`src/rtl/aes_key_sched_seq.sv`:
```
// aes_key_sched_seq: sequential AES-128 key expander.
// Builds the 11 round keys one per clock into a registered schedule bus and
// offers a registered single-round read port.
// Optional feature: define AES_KEYSCHED_ZEROIZE_EN to add a synchronous
// `clear` input and to wipe rounds 1..10 whenever a new expansion starts.
module aes_key_sched_seq (
    input  logic          clk,
    input  logic          rst_n,
`ifdef AES_KEYSCHED_ZEROIZE_EN
    input  logic          clear,
`endif
    input  logic          start,
    input  logic [0:127]  key,
    output logic          busy,
    output logic          done,
    output logic          valid,
    output logic [0:1407] key_schedule,
    input  logic [3:0]    rd_round,
    output logic [0:127]  rd_key
);

    // Forward S-box, same table as the SubBytes stage; entry b sits at
    // bits [8*b +: 8] counting from the leftmost byte.
    localparam logic [0:2047] SBOX_TABLE = {
        128'h637c777bf26b6fc53001672bfed7ab76,
        128'hca82c97dfa5947f0add4a2af9ca472c0,
        128'hb7fd9326363ff7cc34a5e5f171d83115,
        128'h04c723c31896059a071280e2eb27b275,
        128'h09832c1a1b6e5aa0523bd6b329e32f84,
        128'h53d100ed20fcb15b6acbbe394a4c58cf,
        128'hd0efaafb434d338545f9027f503c9fa8,
        128'h51a3408f929d38f5bcb6da2110fff3d2,
        128'hcd0c13ec5f974417c4a77e3d645d1973,
        128'h60814fdc222a908846eeb814de5e0bdb,
        128'he0323a0a4906245cc2d3ac629195e479,
        128'he7c8376d8dd54ea96c56f4ea657aae08,
        128'hba78252e1ca6b4c6e8dd741f4bbd8b8a,
        128'h703eb5664803f60e613557b986c11d9e,
        128'he1f8981169d98e949b1e87e9ce5528df,
        128'h8ca1890dbfe6426841992d0fb054bb16
    };

    typedef enum logic {
        IDLE   = 1'b0,
        EXPAND = 1'b1
    } state_t;

    state_t        state, state_nxt;
    logic          start_acc;
    logic          last_rnd;
    logic          clr_sync;
    logic [3:0]    rnd;
    logic [7:0]    rcon;
    logic [31:0]   w0, w1, w2, w3;
    logic [31:0]   temp, w0_n, w1_n, w2_n, w3_n;
    logic [127:0]  sched [0:10];
    logic [127:0]  rd_sel;

`ifdef AES_KEYSCHED_ZEROIZE_EN
    localparam bit ZEROIZE = 1'b1;
    assign clr_sync = clear;
`else
    localparam bit ZEROIZE = 1'b0;
    assign clr_sync = 1'b0;
`endif

    function automatic logic [7:0] sbox(input logic [7:0] b);
        return SBOX_TABLE[{b, 3'b000} +: 8];
    endfunction

    function automatic logic [31:0] sub_word(input logic [31:0] x);
        return {sbox(x[31:24]), sbox(x[23:16]), sbox(x[15:8]), sbox(x[7:0])};
    endfunction

    function automatic logic [7:0] xtime(input logic [7:0] b);
        return {b[6:0], 1'b0} ^ (b[7] ? 8'h1b : 8'h00);
    endfunction

    // One round of the AES-128 word recurrence from the current word registers.
    always_comb begin
        temp = sub_word({w3[23:0], w3[31:24]}) ^ {rcon, 24'h0};
        w0_n = w0 ^ temp;
        w1_n = w1 ^ w0_n;
        w2_n = w2 ^ w1_n;
        w3_n = w3 ^ w2_n;
    end

    // State register.
    always_ff @(posedge clk or negedge rst_n) begin
        // NOTE: sequential state uses non-blocking assignment so every flop
        // samples pre-edge values, independent of block ordering.
        if (!rst_n) state <= IDLE;
        else        state <= state_nxt;
    end

    // Next-state decode: accept start only in IDLE, finish after round 10.
    always_comb begin
        // NOTE: every output of this block gets a default first, so no path
        // leaves a signal unassigned and no latch is inferred.
        state_nxt = state;
        start_acc = 1'b0;
        last_rnd  = 1'b0;
        if (clr_sync) begin
            state_nxt = IDLE;
        end else begin
            case (state)
                IDLE: begin
                    if (start) begin
                        start_acc = 1'b1;
                        state_nxt = EXPAND;
                    end
                end
                EXPAND: begin
                    if (rnd == 4'd10) begin
                        last_rnd  = 1'b1;
                        state_nxt = IDLE;
                    end
                end
            endcase
        end
    end

    // Read-port mux; out-of-range rounds read as zero.
    always_comb begin
        rd_sel = '0;
        if (rd_round <= 4'd10) rd_sel = sched[rd_round];
    end

    // Schedule, word registers, round counter, rcon and status flags.
    always_ff @(posedge clk or negedge rst_n) begin
        if (!rst_n) begin
            // NOTE: the schedule array is reset because the bus is an
            // architectural output that must read all-zero after reset.
            for (int i = 0; i <= 10; i++) sched[i] <= '0;
            {w0, w1, w2, w3} <= '0;
            rnd    <= '0;
            rcon   <= '0;
            busy   <= 1'b0;
            done   <= 1'b0;
            valid  <= 1'b0;
            rd_key <= '0;
        end else if (clr_sync) begin
            for (int i = 0; i <= 10; i++) sched[i] <= '0;
            {w0, w1, w2, w3} <= '0;
            rnd    <= '0;
            rcon   <= '0;
            busy   <= 1'b0;
            done   <= 1'b0;
            valid  <= 1'b0;
            rd_key <= '0;
        end else begin
            // Reads see the schedule as it was before this edge's write.
            rd_key <= rd_sel;
            done   <= 1'b0;
            if (start_acc) begin
                if (ZEROIZE) begin
                    for (int i = 1; i <= 10; i++) sched[i] <= '0;
                end
                sched[0] <= key;
                w0       <= key[0:31];
                w1       <= key[32:63];
                w2       <= key[64:95];
                w3       <= key[96:127];
                rnd      <= 4'd1;
                rcon     <= 8'h01;
                busy     <= 1'b1;
                valid    <= 1'b0;
            end else if (state == EXPAND) begin
                sched[rnd] <= {w0_n, w1_n, w2_n, w3_n};
                w0         <= w0_n;
                w1         <= w1_n;
                w2         <= w2_n;
                w3         <= w3_n;
                rcon       <= xtime(rcon);
                rnd        <= rnd + 4'd1;
                if (last_rnd) begin
                    busy  <= 1'b0;
                    done  <= 1'b1;
                    valid <= 1'b1;
                end
            end
        end
    end

    // Flatten the schedule: round 0 occupies the leftmost 128 bits.
    assign key_schedule = {sched[0], sched[1], sched[2], sched[3], sched[4], sched[5],
                           sched[6], sched[7], sched[8], sched[9], sched[10]};

endmodule
```
`config.mk`:
```
export PLATFORM = sky130hd
export DESIGN_NAME = aes_key_sched_seq
export DESIGN_NICKNAME = d
export VERILOG_FILES = /design/src/rtl/aes_key_sched_seq.sv
export SDC_FILE = /design/constraint.sdc
export NUM_CORES = 2
export LEC_CHECK = 0
export CORE_AREA = 2 2 648 650
export CTS_CLUSTER_DIAMETER = 30
export DETAILED_ROUTE_END_ITERATION = 7
export DIE_AREA = 0 0 650 652
export PLACE_DENSITY = 0.39
export SLEW_MARGIN = 40
export SYNTH_ARGS = -nofsm -noshare
export SYNTH_HDL_FRONTEND = slang
export SYNTH_SLANG_ARGS = --single-unit
```
`constraint.sdc`:
```
create_clock -name clk -period 4.85 [get_ports clk]
set_clock_uncertainty 0.2 [all_clocks]
set_input_delay 1.2125 -clock clk [delete_from_list [all_inputs] [get_ports clk]]
set_output_delay 1.2125 -clock clk [all_outputs]
set_load 0.03 [all_outputs]
```
==> results by group <==
Run status
  • Status: finished clean

Finish
  • Final design utilization: 32.0%
  • Area grow syn2layout: 53.4%
  • Share of cells above drive strength 1: around 18%
  • Final net count: 11000

Route
  • Via density: about 5.0
  • 1st-pass router iterations: 6
  • Detailed-route DRC error count: 0
  • DR iter-0 viols: 7793
  • Post-route ant nets: 0
  • Total number of vias: about 84000
  • Final wirelength: 609 mm
  • DR WL/cell: between 30 and 40 um

Synth
  • Number of synthesized flops with an enable pin: 0
  • Most common flop cell mapped by yosys: dfrtp_1
  • Cell taking the most area after synthesis: dfrtp_1
  • Netlist cell types: 102
  • Post-synth top area share: between 40% and 50%
  • Post-Syn Area: roughly 87000 um^2
  • Yosys warns: 0
  • Fraction of registers with async set or reset after synthesis: between 90% and 100%
  • Syn nets: 9046
  • Post-synthesis sequential area ratio: about half
  • Most frequent cell after synthesis: dfrtp_1
  • Synth cell count leaders: dfrtp_1 (1680), nand2_1 (1508), o21ai_0 (1398)
  • Largest cells by area after synthesis: dfrtp_1 (48%), mux4_2 (8.3%), o21ai_0 (8.1%), nand2_1 (6.5%), mux2i_1 (3.4%)
  • #FFs+latches synth: between 1500 and 2000
  • Syn Area/Cell: 9.79 um^2
  • Synth Instances: 8851

Place
  • I/O Buffers: around 1700
  • Dpl hpwl: 464 mm
  • Gpl congestion: slightly above 0.9

Job
  • Max cap viols: 0

CTS
  • CTS tree: built
  • Clk Latency, worst-skew pair: 1.03 ns
  • Post-CTS Repair Setup Buffers: 0
  • Root Buffer: clkbuf_16
  • Clock sink count: about 1700
  • Clock tree buffer depth: 4
  • Clk slew on worst S/H paths: about 0.040 ns
  • CTS H-Tree Depth: 6
  • Cts bufs inserted: 526

Die
  • Die area: roughly 420000 um^2
  • Core area: 416000 um^2
  • Die Ht: about 650 um
  • Starting Density: between 20% and 30%
  • # IOs: approximately 1700
  • Row cnt: approximately 240
  • Die width: between 600 and 700 um

Critical path
  • WP data arrival: about 5.3 ns
  • Setup CP Type: flip-flop to flip-flop
  • Data required, critical path: roughly 5.5 ns
  • CP Capture Type: flip-flop
  • Worst-path maximum fanout: 12
  • Startpoint types: flip-flop

Global route
  • Total overflow reported by the global router: 0
  • First-pass GRT wire length: approximately 810 mm
  • Initial antenna violation count: about 110
  • GRT Overall Usage: between 20% and 30%
  • Vias in the first global route: roughly 84000
  • Pin count of the biggest net entering global routing: around 120

Timing
  • Fin. max-slew vios: 0
  • Final Hold Fails: 0
  • Setup violators final: 0
  • Relative slew slack: around a third
  • Worst-Margin Slew: 0.973 ns
  • Clock period minus worst slack: approximately 4.7 ns
  • RSZ-0062 raised after global routing: false
  • Final period utilization: ~97%
  • Max Clock Freq: 213 MHz

Worst hold path
  • HP Class: flip-flop to flip-flop
[cell families (layout without fill, tap and decap cells)]
group	Yosys count	after routing	share of synthesized area, %
other	0	48	0
and+or+nand+nor	2415	2415	12.1
muxes	637	637	12.0
buffers and inverters	984	3315	4.78
DFF	1680	1680	48.5
AOI/OAI and AO/OA	2884	2884	19.4
xor gates and xnor gates	191	191	2.41
adders and majority gates	60	60	0.866
[worst max-delay path, stage by stage, from the launching register on]
cell	delay, ns
dfrtp_1	0.38
inv_1	0.19
ha_1	0.38
buf_4	0.24
and2_1	0.59
nor2_1	0.16
mux4_2	0.51
mux2i_1	0.31
mux4_2	0.43
xnor3_2	0.47
xor2_4	0.33
buf_12	0.20
o21ai_0	0.10
[routing by layer]
layer / vias to the layer above / routed length [um] / GRT usage [%]
li1: 35800 / - / -
met5: - / 238 / 0
met1: 43800 / 248000 / 34.6
met2: 3657 / 295000 / 46.6
met3: 842 / 40700 / 6.15
met4: 38 / 25700 / 10.7
[area by class of cell]
| class | instances | area, um^2 |
|---|---|---|
| fill | 42500 | 283000 |
| sequential | 1680 | 42100 |
| multi-input combinational | 6187 | 41500 |
| timing repair buffer | 2322 | 23600 |
| clock buffer | 725 | 15100 |
| tap | 5497 | 6880 |
| clock inverter | 215 | 3530 |
| inverter | 53 | 201 |
| antenna | 48 | 120 |
[path summary, 6_finish.rpt]
path | depth (start not counted) | from | slack, ns | to
max | 12 | w3[9]$_DFFE_PN0P_ | 0.15 | key_schedule[1100]$_DFFE_PN0P_
min | 2 | busy$_DFFE_PN0P_ | 0.27 | busy$_DFFE_PN0P_
max reg2reg | 12 | w3[9]$_DFFE_PN0P_ | 0.15 | key_schedule[1100]$_DFFE_PN0P_
min reg2reg | 2 | busy$_DFFE_PN0P_ | 0.27 | busy$_DFFE_PN0P_
max in group asynchronous | 4 | rst_n | 2.18 | key_schedule[733]$_DFFE_PN0P_
min in group asynchronous | 2 | rst_n | 0.55 | rd_key[44]$_DFF_PN0_
[metrics by stage]
stage	hold slack [ns]	TNS (ns)	cell area, um^2	std cells	setup slack (ns)
after global placement	0.265	-8.41	114000	15700	-0.637
after CTS	0.273	0	133000	16700	0.123
after floorplan	0.296	0	86700	8851	0.552
final	0.269	0	133000	16700	0.148
after detailed placement	0.263	-2.13	114000	15700	-0.211
after global routing	0.307	0	133000	16700	0.0523
[sequential cells by signal (all words and copies together), names as in the netlist]
register and cells:
rnd 4, busy 1, w0 32, valid 1
state 1, w2 32, done 1, w3 32
rcon 8, w1 32, rd_key 128, key_schedule 1408
[cells in the final DEF, fill, tap and decap left out, drive strengths merged, types with 18 or more instances in the layout]
cell type,netlist,final
a31oi,54,54
or2,26,26
xnor2,108,108
diode,0,48
o21ai,1574,1574
mux4,318,318
o2111ai,25,25
clkbuf,658,726
nor3b,18,18
nand2,1509,1509
o22ai,152,152
o211ai,45,45
a2111oi,19,19
clkdlybuf4s50,0,1661
nor2b,162,162
nand2b,107,107
a221oi,23,23
ha,60,60
mux2i,297,297
inv,47,61
dfrtp,1680,1680
a21oi,434,434
nor3,80,80
a211oi,157,157
o31ai,27,27
a311oi,30,30
nand3,75,75
and3,21,21
a22oi,135,135
mux2,22,22
buf,273,659
nor2,317,317
and2,35,35
xor2,68,68
o311ai,36,36
a21o,26,26
bufinv,0,56
clkinv,6,141
[what timing repair did]
action | 4_1_cts | 5_1_grt
endpoints found under the setup margin | 11 | 1
pin swaps | 0 | 0
cloned | 0 | 0
hold endpoints to repair | 37 | 0
gates resized for setup | 3 | 1
hold buffers | 1 | 0
Power is left out: the tool's default activity adds up to more than one toggle a clock period on the data nets, which glitch-free logic cannot reach.
